`src/rtl/mult_pkg.sv`:
```
// rtl/mult_pkg.sv - shared state encoding and width constant for the handshaked multiplier
package mult_pkg;

    // Operand width used when the instantiating code does not override it.
    localparam int DEFAULT_W = 4;

    // Controller states: wait for operands, evaluate product, present product.
    typedef enum logic [1:0] {
        IDLE = 2'd0,
        EVAL = 2'd1,
        OUT  = 2'd2
    } mult_state_t;

    // Product width for a given operand width; (2^w-1)^2 always fits in 2*w bits.
    function automatic int prod_width(input int w);
        return 2 * w;
    endfunction

endpackage

```
`src/rtl/array_mult_structural.sv`:
```
// rtl/array_mult_structural.sv - combinational unsigned array multiplier built from AND gates and full-adder rows
import mult_pkg::*;

module array_mult_structural #(
    parameter int W = DEFAULT_W
) (
    input  logic [W-1:0]   a,
    input  logic [W-1:0]   b,
    output logic [2*W-1:0] p
);

    localparam int PW = prod_width(W);

    logic [PW-1:0] acc;
    logic [PW-1:0] row_sum;
    logic [PW-1:0] pp;
    logic          carry;

    // Each multiplier bit gates a shifted copy of the multiplicand, which is
    // folded into the running sum by a ripple row of full-adder cells.
    always_comb begin
        acc     = '0;
        row_sum = '0;
        pp      = '0;
        carry   = 1'b0;
        for (int i = 0; i < W; i++) begin
            pp    = {{W{1'b0}}, a & {W{b[i]}}} << i;
            carry = 1'b0;
            for (int j = 0; j < PW; j++) begin
                row_sum[j] = acc[j] ^ pp[j] ^ carry;
                carry      = (acc[j] & pp[j]) | (carry & (acc[j] ^ pp[j]));
            end
            // The carry out of the top cell is always zero: the product fits.
            acc = row_sum;
        end
        p = acc;
    end

endmodule

```
`src/rtl/mult_handshake_ctrl.sv`:
```
// rtl/mult_handshake_ctrl.sv - valid/ready wrapped multiplier with a three-state controller and handshake counter
import mult_pkg::*;

module mult_handshake_ctrl #(
    parameter int W = DEFAULT_W
) (
    input  logic           clk,
    input  logic           rst,
    input  logic           in_valid,
    output logic           in_ready,
    input  logic [W-1:0]   in_m,
    input  logic [W-1:0]   in_q,
    output logic           out_valid,
    input  logic           out_ready,
    output logic [2*W-1:0] out_p,
    output logic [7:0]     done_cnt
);

    mult_state_t    state;
    logic [W-1:0]   m_reg;
    logic [W-1:0]   q_reg;
    logic [2*W-1:0] product;

    // The multiplier only ever sees the captured operands, so upstream
    // activity outside IDLE cannot disturb an evaluation in progress.
    array_mult_structural #(
        .W (W)
    ) u_mult (
        .a (m_reg),
        .b (q_reg),
        .p (product)
    );

    // Controller: handshake flags are registered next to the state so that
    // in_ready and out_valid never depend combinationally on their partners.
    always_ff @(posedge clk) begin
        if (rst) begin
            state     <= IDLE;
            m_reg     <= '0;
            q_reg     <= '0;
            out_p     <= '0;
            done_cnt  <= 8'd0;
            in_ready  <= 1'b1;
            out_valid <= 1'b0;
        end else begin
            case (state)
                IDLE: begin
                    if (in_valid && in_ready) begin
                        m_reg    <= in_m;
                        q_reg    <= in_q;
                        in_ready <= 1'b0;
                        state    <= EVAL;
                    end
                end
                EVAL: begin
                    out_p     <= product;
                    out_valid <= 1'b1;
                    state     <= OUT;
                end
                OUT: begin
                    // out_p is only written in EVAL, so it holds while stalled.
                    if (out_ready) begin
                        out_valid <= 1'b0;
                        in_ready  <= 1'b1;
                        done_cnt  <= done_cnt + 8'd1;
                        state     <= IDLE;
                    end
                end
                default: begin
                    out_valid <= 1'b0;
                    in_ready  <= 1'b1;
                    state     <= IDLE;
                end
            endcase
        end
    end

endmodule

```
`config.mk`:
```
export PLATFORM = sky130hd
export DESIGN_NAME = mult_handshake_ctrl
export DESIGN_NICKNAME = d
export VERILOG_FILES = /design/src/rtl/mult_pkg.sv /design/src/rtl/array_mult_structural.sv /design/src/rtl/mult_handshake_ctrl.sv
export SDC_FILE = /design/constraint.sdc
export NUM_CORES = 1
export LEC_CHECK = 0
export ABC_AREA = 0
export BUFFER_PORTS_ARGS = -buffer_cell sky130_fd_sc_hd__buf_2
export CAP_MARGIN = 20
export CELL_PAD_IN_SITES_DETAIL_PLACEMENT = 1
export CELL_PAD_IN_SITES_GLOBAL_PLACEMENT = 2
export CORE_MARGIN = 3
export CORE_UTILIZATION = 32
export DETAILED_ROUTE_END_ITERATION = 16
export GPL_TIMING_DRIVEN = 0
export MAX_ROUTING_LAYER = met4
export PLACE_DENSITY_LB_ADDON = 0.1
export SETUP_SLACK_MARGIN = 0.2
export SLEW_MARGIN = 10
export SYNTH_ARGS = -nofsm -noshare
export SYNTH_HDL_FRONTEND = slang
export SYNTH_SLANG_ARGS = --single-unit
```
`constraint.sdc`:
```
create_clock -name clk -period 5.9 [get_ports clk]
set_clock_uncertainty 0.15 [all_clocks]
set_input_delay 0.295 -clock clk [delete_from_list [all_inputs] [get_ports clk]]
set_output_delay 0.295 -clock clk [all_outputs]
set_load 0.1 [all_outputs]
```
==> impl_metrics.py, run 1 <==
metrics = {
    "outcome": {
        "status": "completed",
    },
    "synthesis": {
        "synthTopCellsByArea": "dfxtp_1, fa_1, nand2_1, a21oi_1, ha_1",
        "synth_cells": 155,
        "synth_cell_types": 29,
        "synthArstFlopShare_pct": 0,
        "syn-num-nets": 180,
        "yosys_register_bits": 28,
        "synthTopCellsByCount": "dfxtp_1, nand2_1, a21oi_1",
        "ys.flop_type": "dfxtp_1",
        "synth_top_area_share_pct": 40.11,
        "syn-cell-area_mm2": 0.001398,
        "synth_warnings": 0,
        "synth_area_leader_cell": "dfxtp_1",
        "synth_seq_area_share_pct": 40.11,
        "syn_avg_cell_area_um2": 9.017,
        "synth_edf_count": 0,
        "synth.most_common_cell": "dfxtp_1",
    },
    "route": {
        "final_antenna_net_count": 0,
        "met2_length_mm": 1.701,
        "post_drt_wl_per_cell_um": 13.81,
        "met1_length_mm": 1.489,
        "met3_length_um": 64,
        "vias_per_cell": 4.941,
        "via_count": 1171,
        "drc": 0,
        "drt-total-wl_mm": 3.274,
        "drtIter0Drc": 28,
        "drtPass1Iterations": 4,
        "top_layer_used": "met4",
    },
    "sta": {
        "setup_viol_count_final": 0,
        "tightest_slew_ps": 500.3,
        "hold_violations": 0,
        "fin_crit_sh_pct": 73.37,
        "clock.fmax_mhz": 231.0,
        "relSlewSlack_pct": 66.65,
        "final.min_clock_period_ps": 4329,
        "drv_slew": 0,
        "fin_tns_setup_ps": 0,
        "grt_setup_unrepaired": "no",
    },
    "min_path": {
        "hp-class": "input pin to flop",
        "min_path_cells": 3,
        "hold_path_end": "m_reg[0]$_SDFFE_PP0P_",
        "hp-start": "in_m[0]",
    },
    "floorplanning": {
        "die_h_um": 72.09,
        "die_w_um": 72.09,
        "core_mm2": 0.004115,
        "floorplan.initialDensity_pct": 33.96,
        "die_area_mm2": 0.005196,
        "num_io_pins": 30,
        "rows": 23,
    },
    "placed_design": {
        "placedCellCount": 233,
        "gp_congestion": 0.7239,
        "dp_hpwl_mm": 2.567,
        "port_buffers": 28,
    },
    "setup_path": {
        "worstPathMaxFanout": 5,
        "reg2reg_to": "out_p[6]$_SDFFE_PP0P_",
        "reg2regPathDepth": 13,
        "crit_path_start_kind": "flop",
        "required_ps": 5950,
        "ff2ff_setup_slack_ps": 1570,
        "cp_data_arrival_time_ps": 4380,
        "cp-startpoint": "q_reg[0]$_SDFFE_PP0P_",
        "cp_cell_sequence": "and2_1 > ha_1 > inv_1 > fa_1 > fa_1 > inv_1 > fa_1 > fa_1 > inv_1 > fa_1 > fa_1 > fa_1 > a211oi_1",
        "worstSetupPathType": "flop to flop",
        "crit_slowest_cell": "fa_1",
        "r2r-start": "q_reg[0]$_SDFFE_PP0P_",
        "path_common_cell": "fa_1",
        "endpoint_kind": "flop",
        "cpPeakStageDelay_ps": 490,
    },
    "global_routing": {
        "track_usage_pct": 14.66,
        "grt_start_max_net_pins": 16,
        "grt_overflow": 0,
        "grt_pass1_wl_mm": 5.927,
        "grt_pass1_vias": 1267,
        "antenna_found_initial": 0,
    },
    "clock_network": {
        "cts_buffer_depth": 2,
        "cts_buffers": 3,
        "cts_tree": "built",
        "clock-sinks": 28,
        "insertion_delay_ps": 270,
        "htreeDepth": 1,
        "cts_setup_buffers": 0,
        "clk_pin_slew_ps": 100,
        "clockRootBuffer": "clkbuf_8",
        "post_cts_resized": 0,
        "holdBufCountCts": 0,
    },
    "cells_and_area": {
        "diodes": 0,
        "finalNonFillerCells": 237,
        "reg.largest.list": "done_cnt x8, out_p x8",
        "fin_util_pct": 40.23,
        "area_growth_pct": 18.44,
        "drive_gt1_share_pct": 19.79,
        "final_nets": 213,
    },
    "power_and_ir_drop": {
        "p_total_uw": 392.7,
        "irDropWorstVdd_v": 0.00008200,
        "p_leak_nw": 0.7085,
        "powerDensity_mw_per_mm2": 237.2,
    },
    "job": {
        "drv_cap": 0,
    },
}
-- through the flow --
step                      instance area, um2  hold slack (ps)  setup WS, ps
after global routing                    1655            97.33          1327
after global placement                  1600            317.1          1594
after floorplan                         1398            281.0          1763
after detailed placement                1600            322.1          1545
after CTS                               1655            97.73          1525
final                                   1655            104.7          1571
-- how the worst max path moves through the flow --
stage / endpoint / slack (ps)
after detailed placement: out_p[6]$_SDFFE_PP0P_ / 1540
after global routing: out_p[6]$_SDFFE_PP0P_ / 1330
final: out_p[6]$_SDFFE_PP0P_ / 1570
after global placement: out_p[6]$_SDFFE_PP0P_ / 1590
after CTS: out_p[6]$_SDFFE_PP0P_ / 1520
after floorplan: out_p[6]$_SDFFE_PP0P_ / 1760
-- area by class of cell --
| class | count | area [um2] |
|---|---|---|
| fillers | 514 | 2460 |
| plain buffers | 8 | 38.79 |
| repair buffers | 28 | 140.1 |
| inverters | 8 | 30.03 |
| clock buffers | 4 | 55.05 |
| multi-input cells | 111 | 768.2 |
| flip-flops and latches | 28 | 560.5 |
| well taps | 50 | 62.56 |
-- cell families (layout without fill, tap and decap cells) --
| family | after synthesis | in the layout | share of synthesized area, % |
|---|---|---|---|
| xor+xnor | 2 | 2 | 1.254 |
| flops | 28 | 28 | 40.11 |
| mux | 4 | 4 | 2.865 |
| compound gates | 26 | 26 | 10.56 |
| buf+inv | 16 | 48 | 4.923 |
| simple gates | 66 | 66 | 24.35 |
| fa+ha+maj | 13 | 13 | 15.94 |
-- metal layers --
| layer | track usage, % | vias to the layer above |
|---|---|---|
| met5 | - | - |
| li1 | - | 579 |
| met1 | 17.95 | 576 |
| met3 | 2.078 | 2 |
| met2 | 24.97 | 14 |
| met4 | 4.384 | 0 |
-- layout by cell type, fill, tap and decap left out, types with 5 or more instances in the layout --
master	n
nor2_1	14
nand2_1	25
dfxtp_1	28
ha_1	5
buf_2	29
fa_1	8
a21oi_1	16
and2_1	8
inv_1	8
-- power breakdown --
part | leakage [nW] | switching, mW | total [mW] | internal [mW]
logic | 0.452 | 0.0494 | 0.0672 | 0.0178
clock network | 0.0288 | 0.0602 | 0.120 | 0.0598
registers | 0.228 | 0.00818 | 0.206 | 0.197
total | 0.709 | 0.118 | 0.393 | 0.275
-- critical path: cells and delay by family (launching register included) --
kind	cells	cell delay, ps
AOI/OAI and AO/OA	1	190
adders and majority gates	8	3160
buffers and inverters	3	150
DFF	1	420
and+or+nand+nor	1	170
Note: power is estimated with default switching activity, not from simulation.
==> run 2, diff against run 1 <==
Settings changed: CORE_UTILIZATION 32 to 29.
Clock period 5.9 ns to 3.61 ns, I/O delays scaled along.
==> run 2 against run 1 <==
Against the previous run: the run now ends with negative setup slack left; combinational power rose by 86%; design area increased by 7.9%; final cell count up 4.6%; flip-flop and latch count unchanged; non-clock buffer count rose by 10; global-route usage decreased by 0.25 points; core utilization decreased by 0.56 points; critical path depth did not move; clock power increased by 44%; count of clock-buffer cells in the layout fell by 1; critical path type unchanged.
==> impl_metrics.py, run 2 (synthesized netlist as in run 1, its figures left out) <==
metrics = {
    "cells_and_area": {
        "area_growth_pct": 27.84,
        "reg.largest.list": "done_cnt x8, out_p x8",
        "final_common_cell": "buf_2",
        "finalNonFillerCells": 248,
        "final_cell_mix": "buf_2, nand2_1, dfxtp_1",
        "fin_util_pct": 39.67,
        "diodes": 0,
        "final_nets": 223,
        "fin_area_mm2": 0.001787,
        "drive_gt1_share_pct": 29.59,
    },
    "floorplanning": {
        "die_area_mm2": 0.005688,
        "core_mm2": 0.004504,
        "die_h_um": 75.42,
        "die_w_um": 75.42,
        "num_io_pins": 30,
        "rows": 24,
        "floorplan.initialDensity_pct": 31.03,
    },
    "sta": {
        "clock.fmax_mhz": 250.8,
        "setup_viol_count_final": 3,
        "relSlewSlack_pct": 66.70,
        "hold_violations": 0,
        "fin_tns_setup_ps": -675.3,
        "fin_crit_sh_pct": 110.5,
        "fin_hold_ws_ps": 12.17,
        "tightest_slew_ps": 499.6,
        "drv_slew": 0,
        "grt_setup_unrepaired": "yes",
        "setup_slack_ps": -377.7,
        "final.min_clock_period_ps": 3988,
    },
    "placed_design": {
        "post_dp_cell_area_mm2": 0.001623,
        "gp_congestion": 0.8027,
        "dpl_worst_slack_ps": -441.8,
        "port_buffers": 28,
        "dp_hpwl_mm": 2.640,
        "placedCellCount": 235,
    },
    "power_and_ir_drop": {
        "switching_share_pct": 31.00,
        "combinationalPowerShare_pct": 19.8,
        "powerDensity_mw_per_mm2": 353.3,
        "p_total_uw": 631.3,
        "pwr-share-seq_pct": 52.9,
        "switchingPower_uw": 195.7,
        "irDropWorstVdd_v": 0.0001646,
        "clockPowerShare_pct": 27.4,
        "p_leak_nw": 0.7524,
        "internal-power_uw": 435.6,
    },
    "setup_path": {
        "path_common_cell": "fa_2",
        "cp-startpoint": "m_reg[1]$_SDFFE_PP0P_",
        "worstSetupPathType": "flop to flop",
        "cpPeakStageDelay_ps": 540,
        "endpoint_kind": "flop",
        "r2r-start": "m_reg[1]$_SDFFE_PP0P_",
        "cp_data_arrival_time_ps": 3990,
        "crit_slowest_cell": "fa_2",
        "required_ps": 3610,
        "crit_path_start_kind": "flop",
        "cp_cell_sequence": "and2_4 > ha_4 > inv_2 > fa_2 > fa_1 > inv_1 > fa_2 > fa_2 > fa_1 > inv_2 > fa_2 > fa_2 > a211oi_2",
        "worstPathMaxFanout": 2,
    },
    "route": {
        "drc": 0,
        "post_drt_wl_per_cell_um": 14.07,
        "drtPass1Iterations": 4,
        "drt-total-wl_mm": 3.490,
        "drtIter0Drc": 58,
        "final_antenna_net_count": 0,
        "vias_per_cell": 4.923,
        "via_count": 1221,
    },
    "clock_network": {
        "clk_pin_slew_ps": 90,
        "clock-sinks": 28,
        "cts_buffers": 3,
        "cts_buffer_depth": 2,
        "clockRootBuffer": "clkbuf_8",
        "insertion_delay_ps": 270,
        "htreeDepth": 1,
        "cts_tree": "built",
    },
    "global_routing": {
        "track_usage_pct": 14.41,
        "grt_overflow": 0,
        "antenna_found_initial": 0,
        "grt_start_max_net_pins": 15,
        "grt_pass1_vias": 1280,
        "grt_pass1_wl_mm": 6.037,
    },
    "min_path": {
        "hp-class": "input pin to flop",
        "hp-start": "in_q[3]",
    },
    "job": {
        "drv_cap": 0,
    },
    "outcome": {
        "status": "finished, violations left",
        "violations": "negative setup slack",
    },
}
run 2: power by group through the flow:
stage               Sequential [mW]  Clock (mW)  Combinational, mW
floorplan                     0.384           0             0.0424
global placement              0.344           0              0.109
detailed placement            0.344           0              0.112
CTS                           0.334       0.180              0.125
global route                  0.337       0.192              0.136
finish                        0.334       0.173              0.125
run 2: final timing paths:
path,to,slack [ps],cells past startpoint
setup / recovery,out_p[6]$_SDFFE_PP0P_,-380,13
hold / removal,q_reg[3]$_SDFFE_PP0P_,10,3
setup reg to reg,out_p[6]$_SDFFE_PP0P_,-380,13
hold reg to reg,out_p[0]$_SDFFE_PP0P_,350,2
run 2: timing repair:
item | in CTS | in global routing
hold buffers | 6 | 0
endpoints found under the hold margin | 6 | 0
resized for setup | 9 | 2
pin swaps | 2 | 1
setup buffers | 4 | 0
endpoints found under the setup margin | 3 | 3
run 2: final cells by class:
type                    instances  area, um2
plain buffers                   8      38.79
inverters                       8      30.03
well taps                      52      65.06
clock buffers                   3      41.29
multi-input cells             111      810.8
repair buffers                 38      230.2
fillers                       539       2718
flip-flops and latches         28      570.5
run 2: worst max-delay path: cells and delay by family, from the launching register on:
kind	cells	cell delay, ps
AO/OA/AOI/OAI	1	60
adder cells (fa/ha/maj)	8	3040
buffers and inverters	3	120
flip-flops	1	360
AND/OR/NAND/NOR	1	140
run 2: layer usage:
layer  GRT usage [%]  share of wire, %  vias to the layer above  wire length (um)
met3           1.979               4.7                        4               163
met4           4.078               1.0                        0                35
met5               -                 0                        -                 0
li1                -                 -                      600                 -
met1           19.04                50                      588              1741
met2           23.11                44                       29              1550
